File: config.mk
export PLATFORM = sky130hd
export DESIGN_NAME = board_writer
export DESIGN_NICKNAME = d
export VERILOG_FILES = /design/src/rtl/board_writer.sv
export SDC_FILE = /design/constraint.sdc
export NUM_CORES = 1
export LEC_CHECK = 0
export BUFFER_PORTS_ARGS = -buffer_cell sky130_fd_sc_hd__buf_2
export CAP_MARGIN = 5
export CORE_ASPECT_RATIO = 1.4
export CORE_MARGIN = 10
export CORE_UTILIZATION = 45
export DETAILED_ROUTE_END_ITERATION = 16
export MAX_ROUTING_LAYER = met4
export PLACE_DENSITY = 0.84
export REMOVE_ABC_BUFFERS = 1
export SLEW_MARGIN = 20
export SYNTH_ARGS = -nofsm -noshare
export SYNTH_HDL_FRONTEND = slang
export SYNTH_SLANG_ARGS = --single-unit
export TNS_END_PERCENT = 50
File: constraint.sdc
create_clock -name iCLK -period 7.9 [get_ports iCLK]
set_clock_uncertainty 0.2 [all_clocks]
set_input_delay 1.58 -clock iCLK [delete_from_list [all_inputs] [get_ports iCLK]]
set_output_delay 1.58 -clock iCLK [all_outputs]
set_load 0.005 [all_outputs]
File: src/rtl/board_writer.sv
// board_writer: executes chess-board commands against a 64-word board memory.
//   MOVE      copy the piece bits from one square to another, then empty the source
//   HIGHLIGHT recolour one square (colour 0 restores the base colour)
//   CLEAR_HL  restore the base colour of all 64 squares, keeping the pieces
//   INIT      write the standard starting position
// Ports:
//   iCLK, iRST_n                  clock, synchronous active-low reset
//   iCmd_valid/oCmd_ready         command handshake (ready only when idle)
//   iCmd_op, iFrom, iTo, iColor   command fields, latched on acceptance
//   oMemAddr/oMemWData/oMemWE     board memory port; iMemRData valid one cycle after a read address
//   oBusy, oDone                  command in progress / one-cycle completion pulse
module board_writer (
    input  logic        iCLK,
    input  logic        iRST_n,
    input  logic        iCmd_valid,
    output logic        oCmd_ready,
    input  logic [1:0]  iCmd_op,
    input  logic [5:0]  iFrom,
    input  logic [5:0]  iTo,
    input  logic [3:0]  iColor,
    output logic [11:0] oMemAddr,
    output logic [31:0] oMemWData,
    output logic        oMemWE,
    input  logic [31:0] iMemRData,
    output logic        oBusy,
    output logic        oDone
);
    localparam int unsigned SQ_W   = 6;
    localparam int unsigned ADDR_W = 12;
    localparam int unsigned DATA_W = 32;
    localparam int unsigned COL_W  = 4;

    localparam logic [1:0] OP_MOVE  = 2'b00;
    localparam logic [1:0] OP_HL    = 2'b01;
    localparam logic [1:0] OP_CLEAR = 2'b10;
    localparam logic [1:0] OP_INIT  = 2'b11;

    localparam logic [SQ_W-1:0] LAST_SQ = SQ_W'(63);

    // S_START: one idle cycle before a sweep, and the whole body of a null move
    typedef enum logic [2:0] {
        S_IDLE, S_START, S_RD, S_WAIT, S_WR1, S_WR2, S_INIT, S_DONE
    } state_t;

    state_t            state_q, state_d;
    logic [1:0]        op_q, op_d;
    logic [SQ_W-1:0]   from_q, from_d;
    logic [SQ_W-1:0]   to_q, to_d;
    logic [COL_W-1:0]  color_q, color_d;
    logic [SQ_W-1:0]   cnt_q, cnt_d;
    logic [ADDR_W-1:0] addr_q, addr_d;
    logic [DATA_W-1:0] wdata_q, wdata_d;
    logic              we_q, we_d;
    logic              done_q, done_d;
    logic              ready_q, ready_d;
    logic              busy_q, busy_d;

    logic [SQ_W-1:0]   addr_sq;
    logic [7:0]        wr_byte;
    logic [COL_W-1:0]  colour_sel;

    // Only the piece nibble of a read word is ever reused
    logic unused_rdata;
    assign unused_rdata = ^iMemRData[31:4];

    // (row + col) is even exactly when row[0] == col[0]
    function automatic logic [COL_W-1:0] base_colour(input logic row_lsb, input logic col_lsb);
        return (row_lsb ^ col_lsb) ? 4'b0100 : 4'b1000;
    endfunction

    // Starting-position word for a square: {base colour, type, side}
    function automatic logic [7:0] init_word(input logic [SQ_W-1:0] sq);
        logic [2:0] back;
        logic [2:0] kind;
        logic       side;
        back = 3'd3;
        kind = 3'd7;
        side = 1'b0;
        case (sq[2:0])
            3'd0, 3'd7: back = 3'd3;
            3'd1, 3'd6: back = 3'd1;
            3'd2, 3'd5: back = 3'd2;
            3'd3:       back = 3'd4;
            default:    back = 3'd5;
        endcase
        case (sq[5:3])
            3'd0:    begin kind = back; side = 1'b0; end
            3'd1:    begin kind = 3'd0; side = 1'b0; end
            3'd6:    begin kind = 3'd0; side = 1'b1; end
            3'd7:    begin kind = back; side = 1'b1; end
            default: begin kind = 3'd7; side = 1'b0; end
        endcase
        return {base_colour(sq[3], sq[0]), kind, side};
    endfunction

    // Next state, command latch, and the registered memory/handshake outputs
    always_comb begin
        state_d = state_q;
        op_d    = op_q;
        from_d  = from_q;
        to_d    = to_q;
        color_d = color_q;
        cnt_d   = cnt_q;

        unique case (state_q)
            S_IDLE: begin
                if (iCmd_valid) begin
                    op_d    = iCmd_op;
                    from_d  = iFrom;
                    to_d    = iTo;
                    color_d = iColor;
                    cnt_d   = '0;
                    case (iCmd_op)
                        OP_MOVE: state_d = (iFrom == iTo) ? S_START : S_RD;
                        OP_HL:   state_d = S_RD;
                        default: state_d = S_START;
                    endcase
                end
            end
            S_START: begin
                case (op_q)
                    OP_MOVE: state_d = S_DONE;
                    OP_INIT: state_d = S_INIT;
                    default: state_d = S_RD;
                endcase
            end
            S_RD:   state_d = S_WAIT;
            S_WAIT: state_d = S_WR1;
            S_WR1: begin
                if (op_q == OP_MOVE) begin
                    state_d = S_WR2;
                end else if ((op_q == OP_CLEAR) && (cnt_q != LAST_SQ)) begin
                    cnt_d   = cnt_q + SQ_W'(1);
                    state_d = S_RD;
                end else begin
                    state_d = S_DONE;
                end
            end
            S_WR2: state_d = S_DONE;
            S_INIT: begin
                if (cnt_q == LAST_SQ) begin
                    state_d = S_DONE;
                end else begin
                    cnt_d = cnt_q + SQ_W'(1);
                end
            end
            S_DONE: state_d = S_IDLE;
        endcase

        addr_sq    = '0;
        wr_byte    = '0;
        we_d       = 1'b0;
        colour_sel = '0;
        unique case (state_d)
            S_RD, S_WAIT: begin
                addr_sq = (op_d == OP_MOVE) ? from_d : ((op_d == OP_HL) ? to_d : cnt_d);
            end
            S_WR1: begin
                // read data for this square is on iMemRData during S_WAIT
                addr_sq    = (op_d == OP_CLEAR) ? cnt_d : to_d;
                colour_sel = ((op_d == OP_HL) && (color_d != '0)) ? color_d
                                                                   : base_colour(addr_sq[3], addr_sq[0]);
                wr_byte    = {colour_sel, iMemRData[3:0]};
                we_d       = 1'b1;
            end
            S_WR2: begin
                addr_sq = from_d;
                wr_byte = {base_colour(from_d[3], from_d[0]), 4'b1110};
                we_d    = 1'b1;
            end
            S_INIT: begin
                addr_sq = cnt_d;
                wr_byte = init_word(cnt_d);
                we_d    = 1'b1;
            end
            default: begin
                addr_sq = '0;
            end
        endcase

        addr_d  = ADDR_W'(addr_sq);
        wdata_d = DATA_W'(wr_byte);
        done_d  = (state_d == S_DONE);
        ready_d = (state_d == S_IDLE);
        busy_d  = (state_d != S_IDLE);
    end

    // State and output registers
    always_ff @(posedge iCLK) begin
        if (!iRST_n) begin
            state_q <= S_IDLE;
            op_q    <= '0;
            from_q  <= '0;
            to_q    <= '0;
            color_q <= '0;
            cnt_q   <= '0;
            addr_q  <= '0;
            wdata_q <= '0;
            we_q    <= 1'b0;
            done_q  <= 1'b0;
            ready_q <= 1'b1;
            busy_q  <= 1'b0;
        end else begin
            state_q <= state_d;
            op_q    <= op_d;
            from_q  <= from_d;
            to_q    <= to_d;
            color_q <= color_d;
            cnt_q   <= cnt_d;
            addr_q  <= addr_d;
            wdata_q <= wdata_d;
            we_q    <= we_d;
            done_q  <= done_d;
            ready_q <= ready_d;
            busy_q  <= busy_d;
        end
    end

    assign oCmd_ready = ready_q;
    assign oBusy      = busy_q;
    assign oDone      = done_q;
    assign oMemAddr   = addr_q;
    assign oMemWData  = wdata_q;
    assign oMemWE     = we_q;

endmodule

; ---- Yosys cells after proc, flatten, opt, wreduce, memory -nomap -nowiden
; Cells that the tools add are included.
[word_totals]
latch_bits = 0
mem_bits_rw = 0
mem_count = 0
regBits = 75
input_bits = 53
word_cells = 101
romBits = 0
[classes]
magnitude_cmp = 0
div_mod_pow = 0
n_mul = 0
n_shift = 0
bitwise_logic = 3
eq_ne = 30
addsub = 1
reduce_logical = 19
n_mux = 34
[ops]
columns = op, n
row1 = $mux W6, 11
row2 = $eq A3 B3 Y1 const B, 13
row3 = $mux W4, 6
row4 = $pmux W3 S8, 1
row5 = $pmux W6 S4, 1
row6 = $pmux W8 S3, 1
row7 = $eq A3 B2 Y1 const B, 6
row8 = $pmux W6 S3, 1
row9 = $reduce_or A2 Y1, 7
row10 = $logic_not A3 Y1, 4
row11 = $mux W3, 4
row12 = $pmux W3 S2, 2
row13 = $pmux W3 S4, 1
row14 = $eq A3 B1 Y1 const B, 3
row15 = $add A6 B1 Y6 const B, 1
row16 = $eq A2 B2 Y1 const B, 3
row17 = $eq A6 B6 Y1, 1
row18 = $eq A6 B6 Y1 const B, 1
row19 = $logic_not A2 Y1, 3
row20 = $mux W2, 3
row21 = $ne A6 B6 Y1 const B, 1
row22 = $eq A2 B1 Y1 const B, 2
row23 = $pmux W2 S2, 1
row24 = $reduce_bool A4 Y1, 1
row25 = other kinds (5), 9

; ---- Logic depth before layout (Yosys ltp)
; Gate-level depths: netlist of run 1.
[depth]
ltp_word = 10
ltp_mapped = 11
mapped_depth_nobuf = 10

; ---- Least setup slack after synthesis of run 1
; Ideal clock, no wire load.
[synth_path]
path_type = input port to flip-flop
start = in iCmd_valid
end = reg wdata_q[3], in the netlist oMemWData[3]
setup_ns = 0.125
t_required_ns = 7.575
stages = 8
setup_slack_ns = 4.417
arrival_time_ns = 3.158
path_cell_list = or4b_1 buf_2 buf_6 and2_1 o22ai_1 or2b_2 o22ai_1 o22ai_1
[synth_between]
elab_chain_cells = 7
[synth_lines]
columns = element, line
row1 = "start, declared", 15  ; input logic iCmd_valid,
row2 = $mux W6, 107  ; if (iCmd_valid) begin
row3 = $pmux W6 S3, 105  ; unique case (state_q)
row4 = $eq A3 B2 Y1 (tied with other cells), 79  ; case (sq[2:0])
row5 = $reduce_or A2 Y1, 79
row6 = $pmux W3 S4, 79
row7 = $pmux W3 S2, 86  ; case (sq[5:3])
row8 = $pmux W8 S3 *, 154  ; unique case (state_d)
row9 = "end signal, assigned", 211  ; wdata_q <= wdata_d;
row10 = "end, declared", 52  ; logic [DATA_W-1:0] wdata_q, wdata_d;
; Mark *: on every way between the ends. The rest lies on a longest branch, timed or not.
; A chain may end at the register's enable or synchronous reset.

; ---- Worst setup path in the final report of run 1
[layout_path]
start = in iCmd_valid
end = reg wdata_q[6], in the netlist oMemWData[6]
[layout_between]
elab_chain_cells = 8
[layout_lines]
columns = element, line
row1 = $mux W2, 107
row2 = $mux W2, 105
row3 = $eq A2 B2 Y1, 160  ; addr_sq = (op_d == OP_CLEAR) ? cnt_d : to_d;
row4 = $mux W6, 160
row5 = $xor A1 B1 Y1, 68  ; return (row_lsb ^ col_lsb) ? 4'b0100 : 4'b1000;
row6 = $mux W4, 68
row7 = $mux W4, 161  ; colour_sel = ((op_d == OP_HL) && (color_d != '0)) ? color_d
row8 = $pmux W8 S3 *, 154
; Marks and branches as above.

==> results of run 1 <==
synthesized netlist by cell type (all sizes together) (2+ instances only):
library cell | number | area [µm²]
nand2 | 37 | 139
nor3 | 5 | 25.0
ha | 4 | 50.1
a21oi | 20 | 104
a32oi | 4 | 35.0
a21boi | 5 | 37.5
o21ai | 14 | 70.1
nor2 | 10 | 37.5
and2 | 14 | 90.1
a31oi | 4 | 25.0
nand3 | 7 | 35.0
o31ai | 2 | 15.0
xnor2 | 6 | 52.6
a22oi | 2 | 15.0
buf | 36 | 277
o221ai | 3 | 43.8
or4 | 2 | 15.0
nor3b | 5 | 37.5
or4b | 2 | 20.0
inv | 11 | 41.3
xor2 | 4 | 35.0
nor2b | 17 | 114
or3 | 4 | 25.0
o22ai | 3 | 18.8
o211ai | 9 | 72.6
dfxtp | 45 | 901
a21o | 4 | 32.5
a31o | 2 | 17.5
nor4 | 4 | 25.0
mux2i | 26 | 273
nand2b | 4 | 25.0
clkbuf | 11 | 62.6
and3 | 5 | 31.3
area by class of cell:
class / count / area [µm²] / share of cell area [%]
clock buffers: 5 / 68.8 / 2.20
clock inverters: 1 / 5.00 / 0.160
inverters: 11 / 41.3 / 1.32
multi-input cells: 274 / 1790 / 57.4
flip-flops and latches: 45 / 901 / 28.8
well taps: 72 / 90.1 / 2.88
repair buffers: 44 / 225 / 7.21
power by group through the flow:
| stage | Combinational (W) | Clock, W | Sequential [W] |
|---|---|---|---|
| finish | 0.000495 | 0.000135 | 0.000320 |
| global route | 0.000539 | 0.000147 | 0.000326 |
| CTS | 0.000486 | 0.000137 | 0.000320 |
| detailed placement | 0.000484 | 0 | 0.000325 |
| global placement | 0.000476 | 0 | 0.000322 |
| floorplan | 0.000345 | 0 | 0.000320 |
per-layer routing:
| layer | wire length, µm | GRT usage [%] |
|---|---|---|
| met5 | 0 | - |
| met2 | 4000 | 27.5 |
| met3 | 405 | 2.32 |
| met4 | 148 | 4.97 |
| met1 | 2910 | 14.9 |
cell families (layout without fill, tap and decap cells):
family	Yosys count	count (layout)	synth area share, %
AO/OA/AOI/OAI	85	85	20.5
XOR/XNOR	10	10	2.95
adder cells (fa/ha/maj)	4	4	1.69
buffers and inverters	58	61	12.8
flip-flops	45	45	30.4
multiplexers	26	26	9.20
other	1	30	0.127
AND/OR/NAND/NOR	119	119	22.3
sequential cells by signal, indices dropped and copies added (netlist names):
name / cells
to_q: 6
op_q: 2
oBusy: 1
oMemWE: 1
oMemAddr: 6
state_q: 3
oCmd_ready: 1
from_q: 6
oMemWData: 8
oDone: 1
cnt_q: 6
color_q: 4
worst max-delay path, cell delays in order:
cell and delay (ns):
buf_2 0.10, nor4b_4 0.18, buf_4 0.33, nor3_1 0.08, a31oi_1 0.75, nor3b_1 0.17
or4b_1 0.56, a21oi_1 0.20
stage by stage:
step	setup slack (ns)	util, %
after floorplan	3.84	-
after global placement	3.73	48.4
after detailed placement	3.72	48.4
after CTS	3.99	49.6
after global routing	3.78	49.6
final	3.97	49.6
final timing paths:
check / cells past startpoint / from / slack, ns / endpoint
max: 8 / iCmd_valid / 3.97 / oMemWData[6]
min: 2 / color_q[2] / 0.30 / color_q[2]
max reg2reg: 9 / op_q[0] / 4.66 / oMemWData[6]
min reg2reg: 2 / color_q[2] / 0.30 / color_q[2]
layout by cell type, fill, tap and decap left out, types with 5 or more instances in the layout:
cell,n
o211ai_1,8
o21ai_0,13
a21boi_0,5
mux2i_1,25
nor2_1,10
nor3b_1,5
inv_1,11
nand2_1,37
and3_1,5
xnor2_1,6
nand3_1,7
conb_1,30
nor3_1,5
a21oi_1,19
buf_2,42
nor2b_1,16
dfxtp_1,45
clkbuf_8,5
and2_1,12
==> flow_summary_export.csv, run 1 <==
group,metric,value,unit
status,run_status,"complete, no violations",
worst_setup_path,end_kind,"register",
place,place.gp.congestion,0.876,
clock_network,clock_latency,0.30,ns
logic_synthesis,yosys_warnings,0,
place,placed_cell_area,0.00305,mm²
worst_setup_path,worstPathMaxFanout,25,
logic_synthesis,ys_types,62,
clock_network,cts_setup_buffers,0,
logic_synthesis,ys_seq_area_share,30.4,%
timing,setup_tns,0,ns
global_route,grtUsageTotal,14.6,%
pwr,peakVddDrop,168,µV
finish,instances_no_fill,452,
pwr,combinationalPowerShare,52.1,%
global_route,antenna_found_initial,0,
clock_network,numCtsBuffers,5,
logic_synthesis,synth_edf_count,0,
finish,drive_gt1_share,17.6,%
timing,final_max_slew_viol_count,0,
finish,fillers,597,
floorplanning,core_area,0.00630,mm²
pwr,switching_share,44.5,%
logic_synthesis,synth_seq_cells,45,
place,portBuffers,42,
clock_network,cts_resized,0,
place,post-dp-hpwl,5840,µm
place,place_inst,446,
worst_setup_path,path_class,"in2reg",
global_route,grt_max_degree,29,
drt,routedWlPerCell,16.5,µm
run,cap_violations,0,
timing,fmax,255,MHz
drt,drt-initial-drc-count,187,
hold_path,hp-class,"reg2reg",
drt,drt-total-wl,7470,µm
floorplanning,die_y,116,µm
logic_synthesis,syn_area,0.00296,mm²
logic_synthesis,synth-main-ff-cell,"dfxtp_1",
worst_setup_path,crit_required,7.92,ns
floorplanning,start_util,47.1,%
pwr,seqPwrFrac,33.7,%
clock_network,cts-root-buf,"clkbuf_8",
global_route,grt_first_pass_wirelength,11900,µm
pwr,p_leak,1.34,nW
timing,finalHoldViolCount,0,
logic_synthesis,async_reset_ff_share,0,%
global_route,grt_pass1_vias,2630,
clock_network,tritoncts,"yes",
floorplanning,placementRows,34,
pwr,clkPwrFrac,14.2,%
pwr,p_int,0.000528,W
clock_network,hold_buffers,0,
finish,fin_area,0.00312,mm²
drt,num_vias,2551,
drt,post_drt_via_cell_ratio,5.64,
clock_network,clockBufferDepth,2,
timing,timing.hold.ws,0.302,ns
timing,fin_crit_sh,49.7,%
floorplanning,ioPinCount,101,
drt,drc,0,
timing,max_slew_margin,32.2,%
timing,period_needed,3.93,ns
floorplanning,fp.dieArea,0.0103,mm²
pwr,p_per_area,304,mW/mm²
worst_setup_path,arrival,3.95,ns
finish,nets,438,
timing,rsz0062_at_grt,"no",
drt,ant_nets,0,
logic_synthesis,synth_cells,348,
finish,area_delta_synth_final,5.36,%
logic_synthesis,syn_area_per_cell,8.52,µm²
worst_setup_path,startpoint_type,"primary input",
pwr,power.switching,0.000422,W
clock_network,htree_levels,2,
global_route,grt-ovfl-total,0,
timing,setup_viol_count_final,0,
floorplanning,dieWidth,88.6,µm
drt,drt_pass1_iterations,5,
pwr,power.total,0.000950,W
clock_network,path_clk_slew,0.08,ns
timing,worst_pin_slew,1.01,ns
finish,antenna_cells,0,
clock_network,clock_sinks,45,
(Power assumes the default switching activity.)
==> inputs of run 2 (changes only) <==
==> constraint.sdc (replaced) <==
create_clock -name iCLK -period 4 [get_ports iCLK]
set_clock_uncertainty 0.2 [all_clocks]
set_input_delay 0.8 -clock iCLK [delete_from_list [all_inputs] [get_ports iCLK]]
set_output_delay 0.8 -clock iCLK [all_outputs]
set_load 0.005 [all_outputs]
==> run 2 against run 1 <==
Global-route usage up 0.36 points; sequential power increased by 97%; wire length increased by 1.3%; non-clock buffer count grew 4; die area is the same; setup slack got worse by 3.2 ns; final cell count rose by 1.3%; combinational power grew 100%; critical path depth rose by 1; register-to-register slack worse by 3.9 ns; largest power group unchanged.
==> flow_summary_export.csv, run 2 (synthesis results as in run 1) <==
group,metric,value,unit
clock_network,cts-root-buf,"clkbuf_8",
finish,fillers,613,
worst_setup_path,worst_path_largest_cell_delay,0.54,ns
timing,rsz0062_at_grt,"no",
floorplanning,dieWidth,88.6,µm
finish,nets,442,
worst_setup_path,end_kind,"register",
timing,fmax,308,MHz
clock_network,tritoncts,"yes",
drt,drt-total-wl,7560,µm
pwr,combinationalPowerShare,51.5,%
pwr,p_per_area,614,mW/mm²
global_route,antenna_found_initial,0,
worst_setup_path,startpoint_type,"register",
pwr,power.switching,0.000851,W
pwr,seqPwrFrac,32.3,%
drt,drt_pass1_iterations,5,
worst_setup_path,regToRegSetupSlack,0.76,ns
worst_setup_path,worstPathMaxFanout,7,
finish,layout_common_cells,"dfxtp_1, buf_2, nand2_1",
floorplanning,ioPinCount,101,
timing,setup_tns,0,ns
worst_setup_path,path_buf_inv,1,
drt,drt-initial-drc-count,156,
hold_path,hp-class,"reg2reg",
finish,layout_commonest_cell,"dfxtp_1",
drt,post_drt_via_cell_ratio,5.74,
clock_network,cts_setup_buffers,0,
floorplanning,fp.dieArea,0.0103,mm²
global_route,grt-ovfl-total,0,
drt,num_vias,2630,
run,cap_violations,0,
clock_network,clockBufferDepth,2,
pwr,p_leak,1.37,nW
timing,fin_crit_sh,81.1,%
clock_network,cts_resized,0,
status,run_status,"complete, no violations",
finish,drive_gt1_share,18.9,%
worst_setup_path,arrival,3.27,ns
pwr,p_int,0.00110,W
clock_network,path_clk_slew,0.09,ns
global_route,grt_max_degree,29,
timing,max_slew_margin,50.5,%
clock_network,numCtsBuffers,5,
worst_setup_path,crit_required,4.03,ns
pwr,clkPwrFrac,16.2,%
timing,worst_pin_slew,0.733,ns
finish,instances_no_fill,458,
floorplanning,placementRows,34,
worst_setup_path,crit_chain,"inv_1, ha_1, nand2b_1, a21oi_1, a311oi_2, nand2_1, nor2_1, or4b_1, a21oi_1",
clock_network,htree_levels,2,
pwr,peakVddDrop,329,µV
timing,period_needed,3.24,ns
clock_network,clock_latency,0.30,ns
drt,drc,0,
place,portBuffers,42,
global_route,grtUsageTotal,15.0,%
drt,routedWlPerCell,16.5,µm
global_route,grt_pass1_vias,2637,
finish,largest_reg_flops,8,
timing,final_max_slew_viol_count,0,
place,place_inst,450,
place,place.gp.congestion,0.880,
clock_network,clock_sinks,45,
floorplanning,die_y,116,µm
timing,timing.hold.ws,0.298,ns
worst_setup_path,path_common_cell,"a21oi_1",
floorplanning,core_area,0.00630,mm²
drt,ant_nets,0,
place,post-dp-hpwl,5970,µm
worst_setup_path,slowest_stage,"dfxtp_1",
global_route,grt_first_pass_wirelength,12100,µm
finish,antenna_cells,0,
clock_network,hold_buffers,0,
finish,area_delta_synth_final,7.30,%
pwr,switching_share,43.6,%
timing,finalHoldViolCount,0,
worst_setup_path,crit_family,"simple AND/OR/NAND/NOR gates",
timing,setup_viol_count_final,0,
worst_setup_path,path_class,"reg2reg",
floorplanning,start_util,47.1,%
-- run 2: changes by cell type in the layout (fill, tap and decap cells not counted), sizes merged --
cell / before / now
buf: 44 / 48
clkbuf: 5 / 7
-- run 2: layer usage --
layer | up-vias | GRT usage (%) | routed length (µm) | part of all wire, %
met2 | 133 | 27.1 | 4030 | 53
met5 | - | - | 0 | 0
met1 | 1223 | 15.2 | 2830 | 37
li1 | 1248 | - | - | -
met3 | 26 | 2.74 | 471 | 6.2
met4 | 0 | 6.70 | 227 | 3.0
-- run 2: path summary, 6_finish.rpt --
kind | start | endpoint | cells past startpoint
hold reg to reg | color_q[0] | color_q[0] | 2
setup / recovery | op_q[0] | oMemWData[6] | 9
hold / removal | color_q[0] | color_q[0] | 2
setup reg to reg | op_q[0] | oMemWData[6] | 9
-- run 2: metrics by stage --
step / power [W] / cell area [µm²] / worst slack [ns] / utilization [%]
after global placement: 0.00160 / 3080 / 0.836 / 48.9
final: 0.00195 / 3180 / 0.758 / 50.5
after detailed placement: 0.00163 / 3080 / 0.826 / 48.9
after CTS: 0.00194 / 3180 / 0.806 / 50.5
after global routing: 0.00208 / 3180 / 0.553 / 50.5
after floorplan: 0.00131 / 2730 / 0.719 / -
-- run 2: final cells by class --
| type | count | area, µm² | area share, % |
|---|---|---|---|
| clock inverter | 1 | 5.00 | 0.157 |
| multi-input combinational | 274 | 1790 | 56.3 |
| timing repair buffer | 48 | 255 | 8.03 |
| clock buffer | 7 | 96.3 | 3.03 |
| tap | 72 | 90.1 | 2.83 |
| inverter | 11 | 41.3 | 1.30 |
| sequential | 45 | 901 | 28.3 |
-- run 2: power by group through the flow --
stage	logic [W]	registers (W)	clock network (W)
3_5_place_dp	0.000985	0.000642	0
4_1_cts	0.000991	0.000631	0.000321
6_report	0.00100	0.000631	0.000316
3_3_place_gp	0.000962	0.000637	0
2_1_floorplan	0.000681	0.000633	0
5_1_grt	0.00110	0.000646	0.000340
-- run 2: tightest hold or removal path: stages (launching register included) --
cell and delay (ns):
dfxtp_1 0.32, nand2_1 0.05, a21boi_0 0.08
==> inputs of run 3 (changes only) <==
--- a/config.mk
+++ b/config.mk
@@ -12,7 +12,7 @@
 export CORE_UTILIZATION = 45
 export DETAILED_ROUTE_END_ITERATION = 16
 export MAX_ROUTING_LAYER = met4
-export PLACE_DENSITY = 0.84
+export PLACE_DENSITY = 0.87
 export REMOVE_ABC_BUFFERS = 1
 export SLEW_MARGIN = 20
 export SYNTH_ARGS = -nofsm -noshare
==> constraint.sdc (replaced) <==
create_clock -name iCLK -period 2.89 [get_ports iCLK]
set_clock_uncertainty 0.2 [all_clocks]
set_input_delay 0.578 -clock iCLK [delete_from_list [all_inputs] [get_ports iCLK]]
set_output_delay 0.578 -clock iCLK [all_outputs]
set_load 0.005 [all_outputs]
==> run 3 against run 2 <==
Global-route usage rose by 0.38 points; wire length rose by 5.0%; non-clock buffer count rose by 24; critical path type unchanged; critical endpoint unchanged; highest routed layer unchanged.
==> flow_summary_export.csv, run 3 (synthesis results as in run 1) <==
group,metric,value,unit
place,portBuffers,42,
worst_setup_path,reg2reg_depth,9,
timing,period_needed,2.79,ns
drt,ant_nets,0,
run,cap_violations,0,
floorplanning,die_y,116,µm
global_route,antenna_found_initial,0,
drt,drt-total-wl,7940,µm
clock_network,tritoncts,"yes",
worst_setup_path,path_class,"reg2reg",
floorplanning,ioPinCount,101,
timing,final_max_slew_viol_count,0,
finish,largest_reg_flops,8,
timing,fin_crit_sh,96.5,%
worst_setup_path,end_kind,"register",
pwr,seqPwrFrac,29.3,%
drt,routedWlPerCell,16.5,µm
finish,nets,466,
floorplanning,placementRows,34,
timing,rsz0062_at_grt,"no",
worst_setup_path,crit_chain,"inv_1, ha_1, nor2b_4, o221ai_4, mux2i_4, nand3_1, nor3b_1, or4b_1, a21oi_2",
hold_path,min_path_cells,2,
timing,max_slew_margin,56.0,%
floorplanning,dieWidth,88.6,µm
drt,drt-initial-drc-count,193,
global_route,grt-ovfl-total,0,
drt,drt_pass1_iterations,4,
pwr,combinationalPowerShare,55.7,%
pwr,p_int,0.00166,W
place,place.gp.congestion,0.934,
clock_network,cts-root-buf,"clkbuf_8",
global_route,grt_pass1_vias,2641,
global_route,grt_max_degree,28,
finish,layout_common_cells,"dfxtp_1, buf_2, nand2_1",
worst_setup_path,crit_required,2.92,ns
timing,setup_viol_count_final,0,
finish,fin_area,0.00337,mm²
clock_network,clock_latency,0.30,ns
floorplanning,fp.dieArea,0.0103,mm²
pwr,power.switching,0.00121,W
floorplanning,core_area,0.00630,mm²
finish,antenna_cells,0,
clock_network,clockBufferDepth,2,
place,post-place-ws,-0.00174,ns
pwr,switching_share,42.1,%
global_route,grtUsageTotal,15.4,%
worst_setup_path,arrival,2.82,ns
finish,drive_gt1_share,24.1,%
clock_network,hold_buffers,0,
clock_network,path_clk_slew,0.08,ns
pwr,p_leak,1.49,nW
clock_network,htree_levels,2,
status,run_status,"complete, no violations",
finish,layout_commonest_cell,"dfxtp_1",
clock_network,clock_sinks,45,
drt,num_vias,2693,
drt,drc,0,
hold_path,hp-class,"reg2reg",
pwr,p_per_area,852,mW/mm²
finish,area_delta_synth_final,13.7,%
drt,post_drt_via_cell_ratio,5.59,
worst_setup_path,slowest_stage,"or4b_1",
timing,finalHoldViolCount,0,
timing,setup_ws,0.101,ns
worst_setup_path,worst_path_largest_cell_delay,0.55,ns
timing,timing.hold.ws,0.290,ns
pwr,clkPwrFrac,14.9,%
place,post-dp-hpwl,6290,µm
worst_setup_path,worstPathMaxFanout,5,
timing,fmax,358,MHz
place,placed_cell_area,0.00324,mm²
timing,worst_pin_slew,0.651,ns
floorplanning,start_util,47.1,%
global_route,grt_first_pass_wirelength,12300,µm
worst_setup_path,startpoint_type,"register",
pwr,peakVddDrop,450,µV
clock_network,numCtsBuffers,5,
-- run 3: cell count changes in the layout (fill, tap and decap cells not counted), sizes merged --
cell / delta
buf: +24
-- run 3: per-stage QoR --
stage	power, W	utilization [%]	TNS [ns]	instances
CTS	0.00285	53.1	0	480
global placement	0.00238	51.5	0	472
floorplan	0.00182	-	-0.245	330
global route	0.00305	53.5	0	482
detailed placement	0.00242	51.5	-0.00174	472
finish	0.00287	53.5	0	482
-- run 3: layer usage --
metal	wire, µm	track usage, %	share of wire, %	vias to the layer above
met1	3050	15.4	38	1256
met5	0	-	0	-
met4	305	8.22	3.8	0
met2	4120	27.6	52	112
li1	-	-	-	1296
met3	464	2.60	5.8	29
-- run 3: timing repair --
item                                   CTS  global route
setup endpoints to repair                0             1
buffers inserted                         0             2
endpoints found under the hold margin    0             0
resized for setup                        0             2
-- run 3: worst paths after layout --
path | start | endpoint | slack (ns)
worst max register to register | op_q[0] | oMemWData[6] | 0.10
worst max-delay path | op_q[0] | oMemWData[6] | 0.10
worst min register to register | from_q[2] | from_q[2] | 0.29
worst min-delay path | from_q[2] | from_q[2] | 0.29
-- run 3: final cells by class --
type | count | area (µm²)
fill | 593 | 2930
multi-input combinational | 274 | 1800
sequential | 45 | 901
timing repair buffer | 72 | 435
clock buffer | 7 | 96.3
tap | 72 | 90.1
inverter | 11 | 41.3
clock inverter | 1 | 5.00
-- run 3: power by group through the flow --
| stage | Combinational, W | Sequential [W] | Clock, W |
|---|---|---|---|
| 3_5_place_dp | 0.00156 | 0.000855 | 0 |
| 6_report | 0.00160 | 0.000843 | 0.000429 |
| 2_1_floorplan | 0.000942 | 0.000876 | 0 |
| 5_1_grt | 0.00173 | 0.000858 | 0.000459 |
| 3_3_place_gp | 0.00153 | 0.000850 | 0 |
| 4_1_cts | 0.00157 | 0.000841 | 0.000438 |
-- run 3: worst max-delay path, delay by kind of cell, from the launching register on --
kind	cells	cell delay (ns)
flip-flops	1	0.35
buffers and inverters	1	0.09
AND/OR/NAND/NOR	4	1.03
multiplexers	1	0.34
adder cells (fa/ha/maj)	1	0.24
AO/OA/AOI/OAI	2	0.47
